===== src/rtl/scv_cart_ctl_if.sv =====
// Bus bundle for scv_cart_ctl: CPU cart-window strobes, ROM download strobe and the
// single-port cart memory request/acknowledge channel.
interface scv_cart_ctl_if #(
   parameter int AW = 17
);
   logic [15:0]   CPU_A;
   logic          CART_NCS;
   logic          CPU_RDB;
   logic          CPU_WRB;
   logic [7:0]    CPU_DB_I;
   logic [7:0]    CPU_DB_O;
   logic          CPU_DB_OE;
   logic [AW-1:0] LD_ADDR;
   logic [7:0]    LD_DATA;
   logic          LD_VALID;
   logic          LD_OVF;
   logic          BUSY;
   logic [AW-1:0] MEM_A;
   logic [7:0]    MEM_DO;
   logic          MEM_WE;
   logic          MEM_REQ;
   logic          MEM_ACK;
   logic [7:0]    MEM_DI;

   // Memory channel: MEM_REQ rises with MEM_A/MEM_DO/MEM_WE valid and holds them
   // stable until the cycle MEM_ACK=1 is sampled; read data is valid in that cycle.
   // REQ may drop without ACK only on reset. LD_VALID has no back-pressure.
   modport slave (
      input  CPU_A, CART_NCS, CPU_RDB, CPU_WRB, CPU_DB_I,
      input  LD_ADDR, LD_DATA, LD_VALID, MEM_ACK, MEM_DI,
      output CPU_DB_O, CPU_DB_OE, LD_OVF, BUSY, MEM_A, MEM_DO, MEM_WE, MEM_REQ
   );

   modport master (
      output CPU_A, CART_NCS, CPU_RDB, CPU_WRB, CPU_DB_I,
      output LD_ADDR, LD_DATA, LD_VALID, MEM_ACK, MEM_DI,
      input  CPU_DB_O, CPU_DB_OE, LD_OVF, BUSY, MEM_A, MEM_DO, MEM_WE, MEM_REQ
   );
endinterface


===== src/rtl/scv_cart_ctl.sv =====
// Cart memory arbiter: CPU cart accesses take priority over buffered ROM download writes.
// Define SCV_CART_RAM_EN to allow CPU writes at/above RAM_BASE; otherwise the cart is ROM-only.
module scv_cart_ctl #(
   parameter int          AW         = 17,
   parameter int          FIFO_DEPTH = 4,
   parameter logic [15:0] RAM_BASE   = 16'hE000
) (
   input  logic              CLK,
   input  logic              RESB,
   scv_cart_ctl_if.slave     bus,
   output logic [1:0]        dbg_state
);
   localparam int PW = $clog2(FIFO_DEPTH);
   localparam logic [PW:0] PTR_ONE = {{PW{1'b0}}, 1'b1};
`ifdef SCV_CART_RAM_EN
   localparam bit RAM_EN = 1'b1;
`else
   localparam bit RAM_EN = 1'b0;
`endif

   typedef enum logic [1:0] {
      IDLE   = 2'd0,
      CPU_RD = 2'd1,
      CPU_WR = 2'd2,
      LD_WR  = 2'd3
   } state_t;

   state_t        state, state_nxt;
   logic          rd_act, wr_act, rd_act_q, wr_act_q;
   logic          rd_pend, wr_pend;
   logic          take_rd, take_wr, take_ld, drop_wr;
   logic          wr_ok;
   logic [AW-1:0] cpu_addr;
   logic [AW-1:0] mem_a;
   logic [7:0]    mem_do;
   logic          mem_we;
   logic [7:0]    rd_data;
   logic          data_valid;
   logic [7:0]    fifo_data [FIFO_DEPTH];
   logic [AW-1:0] fifo_addr [FIFO_DEPTH];
   logic [PW:0]   wp, rp;
   logic          fifo_empty, fifo_full, push, pop;
   logic          ld_ovf;

   assign rd_act   = ~bus.CART_NCS & ~bus.CPU_RDB;
   assign wr_act   = ~bus.CART_NCS & ~bus.CPU_WRB;
   assign cpu_addr = {{(AW-15){1'b0}}, bus.CPU_A[14:0]};
   assign wr_ok    = RAM_EN && (bus.CPU_A >= RAM_BASE);

   // Extra pointer bit tells full (MSBs differ) from empty (pointers equal).
   assign fifo_empty = (wp == rp);
   assign fifo_full  = (wp[PW] != rp[PW]) && (wp[PW-1:0] == rp[PW-1:0]);
   assign pop        = (state == LD_WR) && bus.MEM_ACK;
   assign push       = bus.LD_VALID && (!fifo_full || pop);

   always_comb begin
      state_nxt = state;
      take_rd   = 1'b0;
      take_wr   = 1'b0;
      take_ld   = 1'b0;
      drop_wr   = 1'b0;
      case (state)
         IDLE: begin
            if (rd_pend) begin
               take_rd   = 1'b1;
               state_nxt = CPU_RD;
            end else if (wr_pend && wr_ok) begin
               take_wr   = 1'b1;
               state_nxt = CPU_WR;
            end else begin
               // A write that cannot reach memory is retired here without a memory op.
               drop_wr = wr_pend;
               if (!fifo_empty) begin
                  take_ld   = 1'b1;
                  state_nxt = LD_WR;
               end
            end
         end
         default: begin
            if (bus.MEM_ACK) state_nxt = IDLE;
         end
      endcase
   end

   always_ff @(posedge CLK or negedge RESB) begin
      if (!RESB) begin
         state    <= IDLE;
         rd_act_q <= 1'b0;
         wr_act_q <= 1'b0;
         rd_pend  <= 1'b0;
         wr_pend  <= 1'b0;
      end else begin
         state    <= state_nxt;
         rd_act_q <= rd_act;
         wr_act_q <= wr_act;
         if (rd_act && !rd_act_q) rd_pend <= 1'b1;
         else if (take_rd)        rd_pend <= 1'b0;
         if (wr_act && !wr_act_q)      wr_pend <= 1'b1;
         else if (take_wr || drop_wr)  wr_pend <= 1'b0;
      end
   end

   // Request fields are captured on leaving IDLE so they stay stable until ACK.
   always_ff @(posedge CLK or negedge RESB) begin
      if (!RESB) begin
         mem_a  <= '0;
         mem_do <= 8'h00;
         mem_we <= 1'b0;
      end else if (take_rd) begin
         mem_a  <= cpu_addr;
         mem_we <= 1'b0;
      end else if (take_wr) begin
         mem_a  <= cpu_addr;
         mem_do <= bus.CPU_DB_I;
         mem_we <= 1'b1;
      end else if (take_ld) begin
         mem_a  <= fifo_addr[rp[PW-1:0]];
         mem_do <= fifo_data[rp[PW-1:0]];
         mem_we <= 1'b1;
      end
   end

   // Read data is discarded if the CPU strobe has already gone away at ACK.
   always_ff @(posedge CLK or negedge RESB) begin
      if (!RESB) begin
         rd_data    <= 8'hFF;
         data_valid <= 1'b0;
      end else begin
         if ((state == CPU_RD) && bus.MEM_ACK) rd_data <= bus.MEM_DI;
         if (!rd_act)                                data_valid <= 1'b0;
         else if ((state == CPU_RD) && bus.MEM_ACK)  data_valid <= 1'b1;
      end
   end

   always_ff @(posedge CLK or negedge RESB) begin
      if (!RESB) begin
         wp     <= '0;
         rp     <= '0;
         ld_ovf <= 1'b0;
      end else begin
         if (push) wp <= wp + PTR_ONE;
         if (pop)  rp <= rp + PTR_ONE;
         if (bus.LD_VALID && !push) ld_ovf <= 1'b1;
      end
   end

   always_ff @(posedge CLK) begin
      if (push) begin
         fifo_data[wp[PW-1:0]] <= bus.LD_DATA;
         fifo_addr[wp[PW-1:0]] <= bus.LD_ADDR;
      end
   end

   assign bus.MEM_REQ   = (state != IDLE);
   assign bus.MEM_A     = mem_a;
   assign bus.MEM_DO    = mem_do;
   assign bus.MEM_WE    = mem_we;
   assign bus.CPU_DB_OE = rd_act;
   assign bus.CPU_DB_O  = data_valid ? rd_data : 8'hFF;
   assign bus.LD_OVF    = ld_ovf;
   assign bus.BUSY      = !fifo_empty || (state != IDLE);
   assign dbg_state     = state;
endmodule


===== src/flat_wrapper.sv =====
// flat-port wrapper written by rule: the top's interface ports become plain ports
module scv_cart_ctl_flat 
#(
   parameter int          AW         = 17,
   parameter int          FIFO_DEPTH = 4,
   parameter logic [15:0] RAM_BASE   = 16'hE000
)
  (CLK, RESB, dbg_state, bus_CPU_A, bus_CART_NCS, bus_CPU_RDB, bus_CPU_WRB, bus_CPU_DB_I, bus_LD_ADDR, bus_LD_DATA, bus_LD_VALID, bus_MEM_ACK, bus_MEM_DI, bus_CPU_DB_O, bus_CPU_DB_OE, bus_LD_OVF, bus_BUSY, bus_MEM_A, bus_MEM_DO, bus_MEM_WE, bus_MEM_REQ);
  scv_cart_ctl_if #(.AW(AW)) bus_i ();
  input  logic CLK;
  input  logic RESB;
  output logic [1:0] dbg_state;
  input wire logic [$bits(bus_i.CPU_A)-1:0] bus_CPU_A;
  input wire logic [$bits(bus_i.CART_NCS)-1:0] bus_CART_NCS;
  input wire logic [$bits(bus_i.CPU_RDB)-1:0] bus_CPU_RDB;
  input wire logic [$bits(bus_i.CPU_WRB)-1:0] bus_CPU_WRB;
  input wire logic [$bits(bus_i.CPU_DB_I)-1:0] bus_CPU_DB_I;
  input wire logic [$bits(bus_i.LD_ADDR)-1:0] bus_LD_ADDR;
  input wire logic [$bits(bus_i.LD_DATA)-1:0] bus_LD_DATA;
  input wire logic [$bits(bus_i.LD_VALID)-1:0] bus_LD_VALID;
  input wire logic [$bits(bus_i.MEM_ACK)-1:0] bus_MEM_ACK;
  input wire logic [$bits(bus_i.MEM_DI)-1:0] bus_MEM_DI;
  output wire logic [$bits(bus_i.CPU_DB_O)-1:0] bus_CPU_DB_O;
  output wire logic [$bits(bus_i.CPU_DB_OE)-1:0] bus_CPU_DB_OE;
  output wire logic [$bits(bus_i.LD_OVF)-1:0] bus_LD_OVF;
  output wire logic [$bits(bus_i.BUSY)-1:0] bus_BUSY;
  output wire logic [$bits(bus_i.MEM_A)-1:0] bus_MEM_A;
  output wire logic [$bits(bus_i.MEM_DO)-1:0] bus_MEM_DO;
  output wire logic [$bits(bus_i.MEM_WE)-1:0] bus_MEM_WE;
  output wire logic [$bits(bus_i.MEM_REQ)-1:0] bus_MEM_REQ;
  assign bus_i.CPU_A = bus_CPU_A;
  assign bus_i.CART_NCS = bus_CART_NCS;
  assign bus_i.CPU_RDB = bus_CPU_RDB;
  assign bus_i.CPU_WRB = bus_CPU_WRB;
  assign bus_i.CPU_DB_I = bus_CPU_DB_I;
  assign bus_i.LD_ADDR = bus_LD_ADDR;
  assign bus_i.LD_DATA = bus_LD_DATA;
  assign bus_i.LD_VALID = bus_LD_VALID;
  assign bus_i.MEM_ACK = bus_MEM_ACK;
  assign bus_i.MEM_DI = bus_MEM_DI;
  assign bus_CPU_DB_O = bus_i.CPU_DB_O;
  assign bus_CPU_DB_OE = bus_i.CPU_DB_OE;
  assign bus_LD_OVF = bus_i.LD_OVF;
  assign bus_BUSY = bus_i.BUSY;
  assign bus_MEM_A = bus_i.MEM_A;
  assign bus_MEM_DO = bus_i.MEM_DO;
  assign bus_MEM_WE = bus_i.MEM_WE;
  assign bus_MEM_REQ = bus_i.MEM_REQ;
  scv_cart_ctl #(.AW(AW), .FIFO_DEPTH(FIFO_DEPTH), .RAM_BASE(RAM_BASE)) u_core (.CLK(CLK), .RESB(RESB), .bus(bus_i), .dbg_state(dbg_state));
endmodule

===== config.mk =====
export PLATFORM = sky130hd
export DESIGN_NAME = scv_cart_ctl_flat
export DESIGN_NICKNAME = d
export VERILOG_FILES = /design/src/rtl/scv_cart_ctl_if.sv /design/src/rtl/scv_cart_ctl.sv /design/src/flat_wrapper.sv
export SDC_FILE = /design/constraint.sdc
export NUM_CORES = 1
export LEC_CHECK = 0
export CAP_MARGIN = 20
export CORE_ASPECT_RATIO = 0.7
export CORE_MARGIN = 2
export CORE_UTILIZATION = 48
export DETAILED_ROUTE_END_ITERATION = 12
export PLACE_DENSITY = 0.79
export SLEW_MARGIN = 20
export SYNTH_ARGS = -nofsm -noshare
export SYNTH_HDL_FRONTEND = slang
export SYNTH_SLANG_ARGS = --single-unit

===== constraint.sdc =====
create_clock -name CLK -period 2.85 [get_ports CLK]
set_input_delay 0.4275 -clock CLK [delete_from_list [all_inputs] [get_ports CLK]]
set_output_delay 0.4275 -clock CLK [all_outputs]
set_load 0.03 [all_outputs]

==> out/metrics.csv <==
metric;value;unit
design.die.area;13600;um2
diodes;0;
route.detailed.drc;0;
yosysWarnings;0;
wire_per_inst;21.0;um
clock_path_buffers;2;
clk_pin_slew_worst_paths;0.06;ns
synthArstFlopShare;31.5;%
slew_headroom;52.8;%
die_w;138;um
p_leak;2.75;nW
synthCells;354;
worst_clock_skew;0.0103;ns
nets;528;
hold_viol;0;
synth_compound_area_share;7.90;%
vias;3669;
hpwl;8580;um
grt_max_degree;32;
initial_core_util;49.0;%
tritoncts;built;
die-height;98.0;um
fin_cells;634;
grt_pass1_vias;3840;
drtPass1Iterations;5;
critPathLaunchType;register;
finalSetupViolations;0;
dpl_cell_area;7270;um2
ys_seq_area_share;68.7;%
antenna_left;0;
fin_crit_sh;92.0;%
fin_area;7860;um2
grt_pass1_wl;21500;um
ctsHtreeMaxLevel;4;
grt_setup_unrepaired;false;
timing.fmax;381;MHz
crit_path_end_kind;primary output;
synth_seq_cells;146;
first_iter_violations;282;
grt_usage;21.0;%
gp_congestion;0.750;
vias_per_cell;5.79;
clkSinkCount;146;
tightest_slew;0.708;ns
worstSkewPairLatency;0.43;ns
synthTopCellsByArea;edfxtp_1 (50%), dfrtp_1 (16%), mux4_2 (9.3%);
status;complete, no violations;
synth_top_area_share;49.5;%
maxCapViolations;0;
drive_gt1_share;22.9;%
cts_post_setup_buffers_inserted;0;
drv_slew;0;
ctsHoldBuffers;0;
synthMuxAreaShare;12.4;%
syn_avg_cell_area;17.1;um2
synth_area_leader_cell;edfxtp_1;
vdd_drop_max;650;uV
cts_root_buffer;clkbuf_16;
fin_tns_setup;0;ns
yosys_most_used_dff;edfxtp_1;
num_rows;34;
overflow;0;
crit_fanout;19;
cts_resized;0;
synth_top_family_by_area;multiplexers;
syn-num-nets;423;
critical_path_class;reg2out;
hold_path_class;in2async;
post-route-min-period;2.62;ns
cts_made_buffers;17;
power.density;1210;nW/um2
wl;13300;um
dp.cells;602;
yosys.cell_types.count;40;
fin_hold_ws;0.0101;ns
synth-adder-area-share;1.03;%
reg2reg_slack;0.50;ns
coreArea;12400;um2
synthXorXnorAreaFrac;1.69;%
worstPathArrival;2.19;ns
synth-simple-area-share;5.96;%
antenna_found_initial;0;
synth_edf_count;100;
syn_area;6060;um2
num_io_pins;104;
area_growth;29.7;%
worstPathRequired;2.42;ns
port_buffers;93;
## worst paths after layout
| check | startpoint | to | cells after the start |
|---|---|---|---|
| min | RESB | u_core.bus.MEM_DO[5] | 1 |
| max | u_core.dbg_state[0] | bus_MEM_REQ | 3 |
| min in group CLK | u_core.rd_act_q | u_core.rd_pend | 1 |
| max reg2reg | u_core.wp[0] | u_core.fifo_addr[2][3] | 4 |
| max in group asynchronous | RESB | u_core.rd_data[1] | 2 |
| min reg2reg | u_core.rd_act_q | u_core.rd_pend | 1 |
## kinds of logic after synthesis
group	after synthesis
compound gates	61
xor+xnor	10
fa+ha+maj	5
buf+inv	31
flops	146
mux	42
simple gates	59
## Yosys cell counts (2+ instances only)
cell type,instances
o21ai_0,4
a311oi_1,15
buf_2,6
xnor2_2,2
mux4_2,25
nor2_1,16
dfrtp_1,38
buf_1,4
nand2_1,7
xor2_1,4
clkbuf_1,10
buf_4,2
nand2b_1,10
o41a_1,3
inv_1,6
and2_1,3
xnor2_1,4
and4_1,15
a21boi_0,2
mux2_2,17
nand3_1,2
edfxtp_1,100
ha_1,5
a211oi_1,15
o22ai_1,17
dfstp_2,8
## stage by stage
step | util, % | total power, mW | setup WS [ns]
detailed placement | 58.7 | 7.25 | 0.312
floorplan | - | 5.89 | 0.0339
CTS | 63.5 | 9.54 | 0.216
global placement | 58.7 | 7.11 | 0.342
global route | 63.5 | 9.97 | 0.122
finish | 63.5 | 9.49 | 0.228
## critical path, cell delays in order, from the launching register on
cell and delay, ns:
dfrtp_1 0.56, nor2_8 0.14, inv_2 0.32, clkdlybuf4s50_1 0.75
## cell type report
cell class | instances | area, um2
Clock inverter | 14 | 166
Clock buffer | 18 | 429
Multi-Input combinational cell | 177 | 1790
Timing Repair Buffer | 109 | 1080
Inverter | 8 | 30.0
Fill cell | 871 | 4520
Sequential cell | 146 | 4170
Tap cell | 162 | 203
## layout by cell type (no fill, tap or decap), drive strengths merged
master and n:
bufinv 2, and4 15, clkdlybuf4s50 92, o21ai 4, nor4 1, xnor2 6
xor2 4, a21boi 2, dfrtp 38, edfxtp 100, mux2 17, a211oi 15
nand2 7, or3b 1, dfstp 8, o32ai 1, nand3 2, clkinv 4
nor2 17, inv 15, o41a 3, nand4 1, nand2b 10, a311oi 16
o31ai 1, o22ai 17, and3 1, and2 3, ha 5, nor3 1
mux4 25, clkinvlp 1, buf 17, a41oi 1, a31o 1, clkbuf 18
## metal layers
layer / vias up / track usage [%] / part of all wire (%)
li1: 1645 / - / -
met1: 1872 / 29.0 / 44
met2: 138 / 32.8 / 48
met4: 0 / 6.75 / 1.1
met5: - / 0 / 0
met3: 14 / 6.08 / 6.2
## power breakdown
| part | internal [mW] | switching (mW) |
|---|---|---|
| Combinational | 1.65 | 2.22 |
| Sequential | 3.00 | 0.378 |
| Clock | 1.32 | 0.928 |
## state kept, by name, indices dropped and copies added (netlist names)
register,count
u_core.data_valid,1
u_core.rd_pend,1
u_core.wp,3
u_core.dbg_state,2
u_core.bus.MEM_A,17
u_core.rd_act_q,1
u_core.bus.MEM_WE,1
u_core.rd_data,8
u_core.fifo_data,32
u_core.rp,3
u_core.bus.LD_OVF,1
u_core.fifo_addr,68
u_core.bus.MEM_DO,8
(Power assumes the default switching activity.)
